===== src/rtl/fwd_hazard_tracker.sv =====
// Forwarding select and load-use hazard detection for the instruction in EX,
// tracking DEPTH in-flight producers past EX plus a saturating stall counter.
module fwd_hazard_tracker #(
  parameter  int NUM_SRC    = 2,
  parameter  int DEPTH      = 2,
  parameter  int LOAD_LAT   = 1,
  parameter  int REG_ADDR_W = 5,
  parameter  int CNT_W      = 32,
  localparam int SEL_W      = $clog2(DEPTH + 1)
) (
  input  logic                                 clk,
  input  logic                                 rst,
  input  logic                                 freeze_i,
  input  logic                                 flush_i,
  input  logic                                 ex_valid_i,
  input  logic [REG_ADDR_W-1:0]                ex_rd_i,
  input  logic                                 ex_wr_i,
  input  logic                                 ex_is_load_i,
  input  logic [NUM_SRC-1:0][REG_ADDR_W-1:0]   src_addr_i,
  output logic [NUM_SRC-1:0][SEL_W-1:0]        fwd_sel_o,
  output logic                                 load_use_stall_o,
  output logic [CNT_W-1:0]                     stall_cnt_o
);

  logic [DEPTH-1:0]                  r_valid;
  logic [DEPTH-1:0]                  r_is_load;
  logic [DEPTH-1:0][REG_ADDR_W-1:0]  r_rd;
  logic [CNT_W-1:0]                  r_cnt;

  logic [NUM_SRC-1:0][SEL_W-1:0]     w_sel;
  logic [NUM_SRC-1:0]                w_not_ready;
  logic                              w_bubble;

  // Scanning oldest to youngest lets the youngest match overwrite older ones.
  // NOTE: every always_comb output gets a default first so no latch is inferred.
  always_comb begin
    for (int j = 0; j < NUM_SRC; j++) begin
      w_sel[j]       = '0;
      w_not_ready[j] = 1'b0;
      for (int k = DEPTH - 1; k >= 0; k--) begin
        if (r_valid[k] && (r_rd[k] == src_addr_i[j]) && (src_addr_i[j] != '0)) begin
          w_sel[j]       = SEL_W'(k + 1);
          w_not_ready[j] = r_is_load[k] && (k < LOAD_LAT);
        end
      end
    end
  end

  assign fwd_sel_o        = w_sel;
  assign load_use_stall_o = ex_valid_i && !flush_i && (|w_not_ready);
  assign stall_cnt_o      = r_cnt;
  assign w_bubble         = flush_i || load_use_stall_o;

  // NOTE: sequential state uses non-blocking assignments only, so the shift
  // reads every entry's old value regardless of statement order.
  always_ff @(posedge clk or negedge rst) begin
    if (!rst) begin
      r_valid   <= '0;
      r_is_load <= '0;
      r_rd      <= '0;
      r_cnt     <= '0;
    end else if (!freeze_i) begin
      r_valid[0]   <= ex_valid_i && ex_wr_i && (ex_rd_i != '0) && !w_bubble;
      r_rd[0]      <= ex_rd_i;
      r_is_load[0] <= ex_is_load_i;
      for (int k = 1; k < DEPTH; k++) begin
        r_valid[k]   <= r_valid[k-1];
        r_rd[k]      <= r_rd[k-1];
        r_is_load[k] <= r_is_load[k-1];
      end
      if (load_use_stall_o && (r_cnt != '1)) begin
        r_cnt <= r_cnt + CNT_W'(1);
      end
    end
  end

endmodule

===== config.mk =====
export PLATFORM = sky130hd
export DESIGN_NAME = fwd_hazard_tracker
export DESIGN_NICKNAME = d
export VERILOG_FILES = /design/src/rtl/fwd_hazard_tracker.sv
export SDC_FILE = /design/constraint.sdc
export NUM_CORES = 1
export LEC_CHECK = 0
export CAP_MARGIN = 30
export CORE_MARGIN = 1.5
export CORE_UTILIZATION = 55
export CTS_BUF_LIST = sky130_fd_sc_hd__clkbuf_4
export CTS_CLUSTER_DIAMETER = 100
export DETAILED_ROUTE_END_ITERATION = 6
export DONT_BUFFER_PORTS = 1
export PLACE_DENSITY = 0.72
export SLEW_MARGIN = 20
export SYNTH_ARGS = -nofsm -noshare
export SYNTH_HDL_FRONTEND = slang
export SYNTH_SLANG_ARGS = --single-unit

===== constraint.sdc =====
create_clock -name clk -period 3.77 [get_ports clk]
set_clock_uncertainty 0.05 [all_clocks]
set_input_delay 0.5655 -clock clk [delete_from_list [all_inputs] [get_ports clk]]
set_output_delay 0.5655 -clock clk [all_outputs]
set_load 0.01 [all_outputs]

## Yosys cells after proc, flatten, opt, wreduce, memory -nomap -nowiden

Cells that the tools add are included.

- Register bits after elaboration: 45
- Output and inout port bits: 37
- Logic and storage cells: 40

- Multiplexer cells: 6
- Bitwise gates (word level): 1
- Equal/unequal tests: 5
- $add $sub $neg: 1
- Reduce and logical (&&, ||, !) cells: 22

Operators by type and width:

| operator | count |
|---|---|
| adder 32 x 1 -> 32 bit, second input constant | 1 |
| inequality test 32 bit, second input constant | 1 |
| == test 5 bit | 4 |
| nonzero test 5 bit | 3 |
| logical AND 1 bit | 14 |
| two-way mux 2 bit | 4 |
| zero test 1 bit | 2 |
| two-way mux 1 bit | 2 |
| AND reduction 2 bit | 1 |
| OR reduction 2 bit | 1 |
| logical OR 1 bit | 1 |
| NOT 1 bit | 1 |

## Depth between registers and ports, before layout

- Depth in word-level cells: 9
- Depth in mapped cells: 8

## Worst setup path before layout

No wires, ideal clock.

- Kind: input port to output port
- Start point: input port src_addr_i[1] (netlist bit)
- End point: output port fwd_sel_o[1] (netlist bit)
- Path slack: 1.319 ns
- Cell stages on the path: 4
- Path buffers: 0
- Arrival: 1.835 ns
- Cell sequence: or4_1 -> nor2_1 -> nor4_4 -> nor4_1

RTL lines:

| element | line | source |
|---|---|---|
| from (decl) | 19 | `input logic [NUM_SRC-1:0][REG_ADDR_W-1:0] src_addr_i,` |
| to (decl) | 20 | `output logic [NUM_SRC-1:0][SEL_W-1:0] fwd_sel_o,` |

## Final worst setup path

- Start point: register r_rd[3] (netlist bit)
- End point: output port load_use_stall_o

- Cells in the longest elaborated chain, start to end: 6
- Elaborated cells between the ends (all ways): 10
- Those cells by class: eq/ne: 2; mux: 2; reduce/logical: 6

RTL lines:

| element | line | source |
|---|---|---|
| from (decl) | 27 | `logic [DEPTH-1:0][REG_ADDR_W-1:0] r_rd;` |
| from (signal, indexed assignment) | 68 | `r_rd[k] <= r_rd[k-1];` |
| == test 5 bit | 41 | `if (r_valid[k] && (r_rd[k] == src_addr_i[j]) && (src_addr_i[j] != '0)) begin` |
| logical AND 1 bit (2 in a row) | 41 |  |
| two-way mux 1 bit | 41 |  |
| OR reduction 2 bit * | 50 | `assign load_use_stall_o = ex_valid_i && !flush_i && (\|w_not_ready);` |
| logical AND 1 bit * | 50 |  |
| to (decl) | 21 | `output logic load_use_stall_o,` |

Mark *: on every way between the ends. The rest lies on a longest branch, timed or not.

==> results by stage <==
Run status:
- The run finished with clean final reports.

Die:
- The number of placement rows is 23.
- The die is 68.6 microns tall.
- Once the floorplan was initialized, standard cells occupied 58.2% of the core.
- During I/O placement, the number of pins put on the boundary was 59.
- In this run the horizontal extent of the chip is 68.6 microns.
- The die covers 4700 sq um.
- The area of the placeable core is 4060 sq um.

Clock network:
- After clock tree synthesis, the setup repair step added 0 buffers.
- The clock transition time at the flip-flop clock pins of the worst setup and hold paths is 0.14 ns.
- For the worst-skew pair, the clock arrives at the later sink with an insertion delay of 0.36 ns.
- The post-cts repair resize count is 0.
- The maximum count of clock buffers along a single path is 2.
- The number of hold buffers added after CTS was 2.
- TritonCTS built the clock tree.
- Clock tree synthesis inserted a total of 5 buffers.
- The H-tree depth is 2.
- The clock net in this run drives a total of 45 sinks.
- The cell sitting at the root of the clock tree is a sky130_fd_sc_hd__clkbuf_4.

Critical path:
- The slowest stage of the critical path is the sky130_fd_sc_hd__dfrtp_1 cell.
- Walking the worst path, the cells encountered are xnor2_1, nand4_1, nor4_4, nor2_1, nor2_1.
- For the worst setup path, the data required time is 3.15 ns.
- The worst setup path is launched from a flip-flop.
- The worst reg-to-reg setup slack is 1.23 ns.
- The most frequent cell on the critical path is sky130_fd_sc_hd__nor2_1.
- The critical path in this run is classified as flip-flop to output port.
- Of all nets on the critical path, the largest fanout is 6.
- The stage delay of the slowest cell on the critical path is 0.46 ns.
- On the critical path the largest part of the delay comes from simple AND/OR/NAND/NOR gates.
- The endpoint kind of the worst setup timing path is an output port.
- The data arrival time at the worst-slack endpoint is 2.03 ns.
- The combined buffer and inverter count along the critical path is 0.

Place:
- Once placement completed, the tool counted placed cells totaling 265.
- The final HPWL from detailed placement is 3800 microns.
- The minimum setup slack after placement is 1.17 ns.
- The number of port buffers is 0.
- The congestion estimate from routability-driven global placement came to 0.772.

Power and ir drop:
- VDD sags by at most 0.200 mV.
- The completed layout was analyzed and its total power is 0.000824 W.
- For this design the static power due to leakage is 1.13 nW.
- The power per cell area is 331 nW/um^2.

Yosys:
- The most common cell in the synthesized netlist is sky130_fd_sc_hd__dfrtp_1.
- The synthesized net count is 242.
- Yosys attributes the largest share of cell area to sky130_fd_sc_hd__dfrtp_1 48%, sky130_fd_sc_hd__xnor2_1 10%, sky130_fd_sc_hd__xor2_1 8.9%, sky130_fd_sc_hd__mux2_2 5.7%, sky130_fd_sc_hd__nand2_1 3.5%.
- Of all flip-flops after synthesis, the portion carrying an async set or reset was 100%.
- The mapped netlist covers 2360 sq um.
- Each instance of the synthesized netlist takes up on average 10.8 sq um.
- sky130_fd_sc_hd__dfrtp_1 takes more of the synthesized area than any other cell.
- The most used flip-flop cell after synthesis is sky130_fd_sc_hd__dfrtp_1.
- The number of library cell types mapped by synthesis is 27.
- The top cell type's share of synthesized area is 47.6%.
- Sorting the synthesized cells by how often they occur yields 45 x sky130_fd_sc_hd__dfrtp_1, 27 x sky130_fd_sc_hd__xnor2_1, 24 x sky130_fd_sc_hd__xor2_1.
- Sequential cells were found to cover 47.6% of the synthesized design area.
- Yosys printed 0 warnings.
- Synthesis produced 219 cells.
- The count of flip-flops with a built-in enable after synthesis is 0.
- The post-synthesis register bit count is 45.

Timing:
- Setup repair after global routing left no endpoint under its margin.
- The achievable clock frequency is 378 MHz.
- The minimum setup slack in the final design is 1.12 ns.
- The total negative setup slack is 0 ns.
- The slew at the pin with the worst max-slew slack is 0.562 ns.
- The worst hold-check slack is 0.273 ns.
- The headroom to the max-slew limit is 62.2%.
- The final hold violation count was 0.
- The final-report max-slew violation count came to 0.
- Setup violations remaining at the end of the flow were counted as 0.
- Of the available clock period, the critical path in the final layout requires 70.2%.
- The final critical-path required period is 2.65 ns.

Global route:
- The number of antenna violations at the first check in global routing is 0.
- Entering global routing, the biggest net connects 46 pins.
- The total routing resource utilization after global routing is 22.9%.
- The total congestion overflow after global routing is 0.
- The wire length of the first global-routing pass is 7780 microns.
- The number of global-route vias before repair is 1578.

Final layout:
- The number of nets in the layout is 247.
- The final non-filler cell total is 275.
- The area growth from synthesis to layout is 5.45%.
- The post-route netlist has 11.6% of its cells at a drive strength greater than 1.
- The count of inserted antenna diode cells is 0.

Drt:
- After the first detailed-routing iteration, the DRC count stood at 127.
- The detailed-route vias per instance is 6.12.
- The detail route stage leaves a number of antenna-violating nets equal to 0.
- After detailed routing, the average wire length per cell comes to 18.3 microns.
- The total wirelength of the detailed-routed design is 5040 microns.
- In the routed design, unresolved DRC markers number 0.
- The length of the first detailed-routing pass in iterations is 4.
- The routed layout has 1682 vias.

Min path:
- The type of the worst min-delay path is input pin to flip-flop.

Flow run:
- The max capacitance violation total is 0.
-- cells in the final DEF (no fill, tap or decap), drive strengths merged --
master | synthesis | routed
dfrtp | 45 | 45
xnor2 | 27 | 27
ha | 1 | 1
or3 | 2 | 2
o2111a | 1 | 1
nor2b | 1 | 1
o2111ai | 2 | 2
dlygate4sd3 | 0 | 1
and4 | 4 | 4
nand3 | 12 | 12
clkbuf | 2 | 5
xor2 | 24 | 24
nand2 | 22 | 22
nor2 | 10 | 10
mux2 | 12 | 12
and3 | 9 | 9
or4 | 4 | 4
nor3 | 8 | 8
clkinv | 0 | 3
nor4 | 12 | 12
nand4 | 10 | 10
o21ai | 2 | 2
inv | 5 | 5
and2 | 1 | 1
buf | 3 | 2
-- state kept, by name (all words and copies together), names as in the netlist --
register and count:
r_rd 10, r_is_load 1, stall_cnt_o 32, r_valid 2
-- power breakdown --
group	switching [W]	internal [W]	leakage [nW]
combinational	0.0000338	0.0000432	0.506
clock	0.000155	0.0000709	0.0326
sequential	0.0000222	0.000499	0.593
total	0.000211	0.000613	1.13
-- per-stage QoR --
stage	util (%)	area (sq um)
after floorplan	-	2360
after global placement	59.1	2400
after detailed placement	59.1	2400
after CTS	61.4	2490
after global routing	61.4	2490
final	61.4	2490
-- metal layers --
layer | GRT usage, % | routed length (microns) | vias to the layer above
met5 | 0 | 0 | -
met4 | 8.25 | 88 | 0
met3 | 8.77 | 472 | 10
met2 | 34.7 | 2360 | 71
met1 | 29.7 | 2120 | 818
li1 | - | - | 783
-- final timing paths --
check                                      from  depth (start not counted)                to
worst max-delay path                    r_rd[3]                          5  load_use_stall_o
worst max register to register   stall_cnt_o[0]                          8   stall_cnt_o[29]
min in group asynchronous                   rst                          2   stall_cnt_o[15]
worst min register to register  stall_cnt_o[30]                          1   stall_cnt_o[30]
max in group asynchronous                   rst                          2   stall_cnt_o[24]
worst min-delay path                   freeze_i                          1        r_valid[0]
-- logic make-up after synthesis --
kind of cell / after synthesis / share of synthesized area, %
xor gates and xnor gates: 51 / 18.9
DFF: 45 / 47.6
and+or+nand+nor: 95 / 23.0
adders and majority gates: 1 / 0.529
muxes: 12 / 5.72
buffers and inverters: 10 / 2.22
AOI/OAI and AO/OA: 5 / 2.01
-- cell type report --
| type | count | area, sq um |
|---|---|---|
| Timing Repair Buffer | 3 | 45.0 |
| Clock buffer | 5 | 37.5 |
| Inverter | 5 | 18.8 |
| Tap cell | 50 | 62.6 |
| Fill cell | 331 | 1570 |
| Multi-Input combinational cell | 164 | 1180 |
| Sequential cell | 45 | 1130 |
| Clock inverter | 3 | 17.5 |
(Power assumes the default switching activity.)
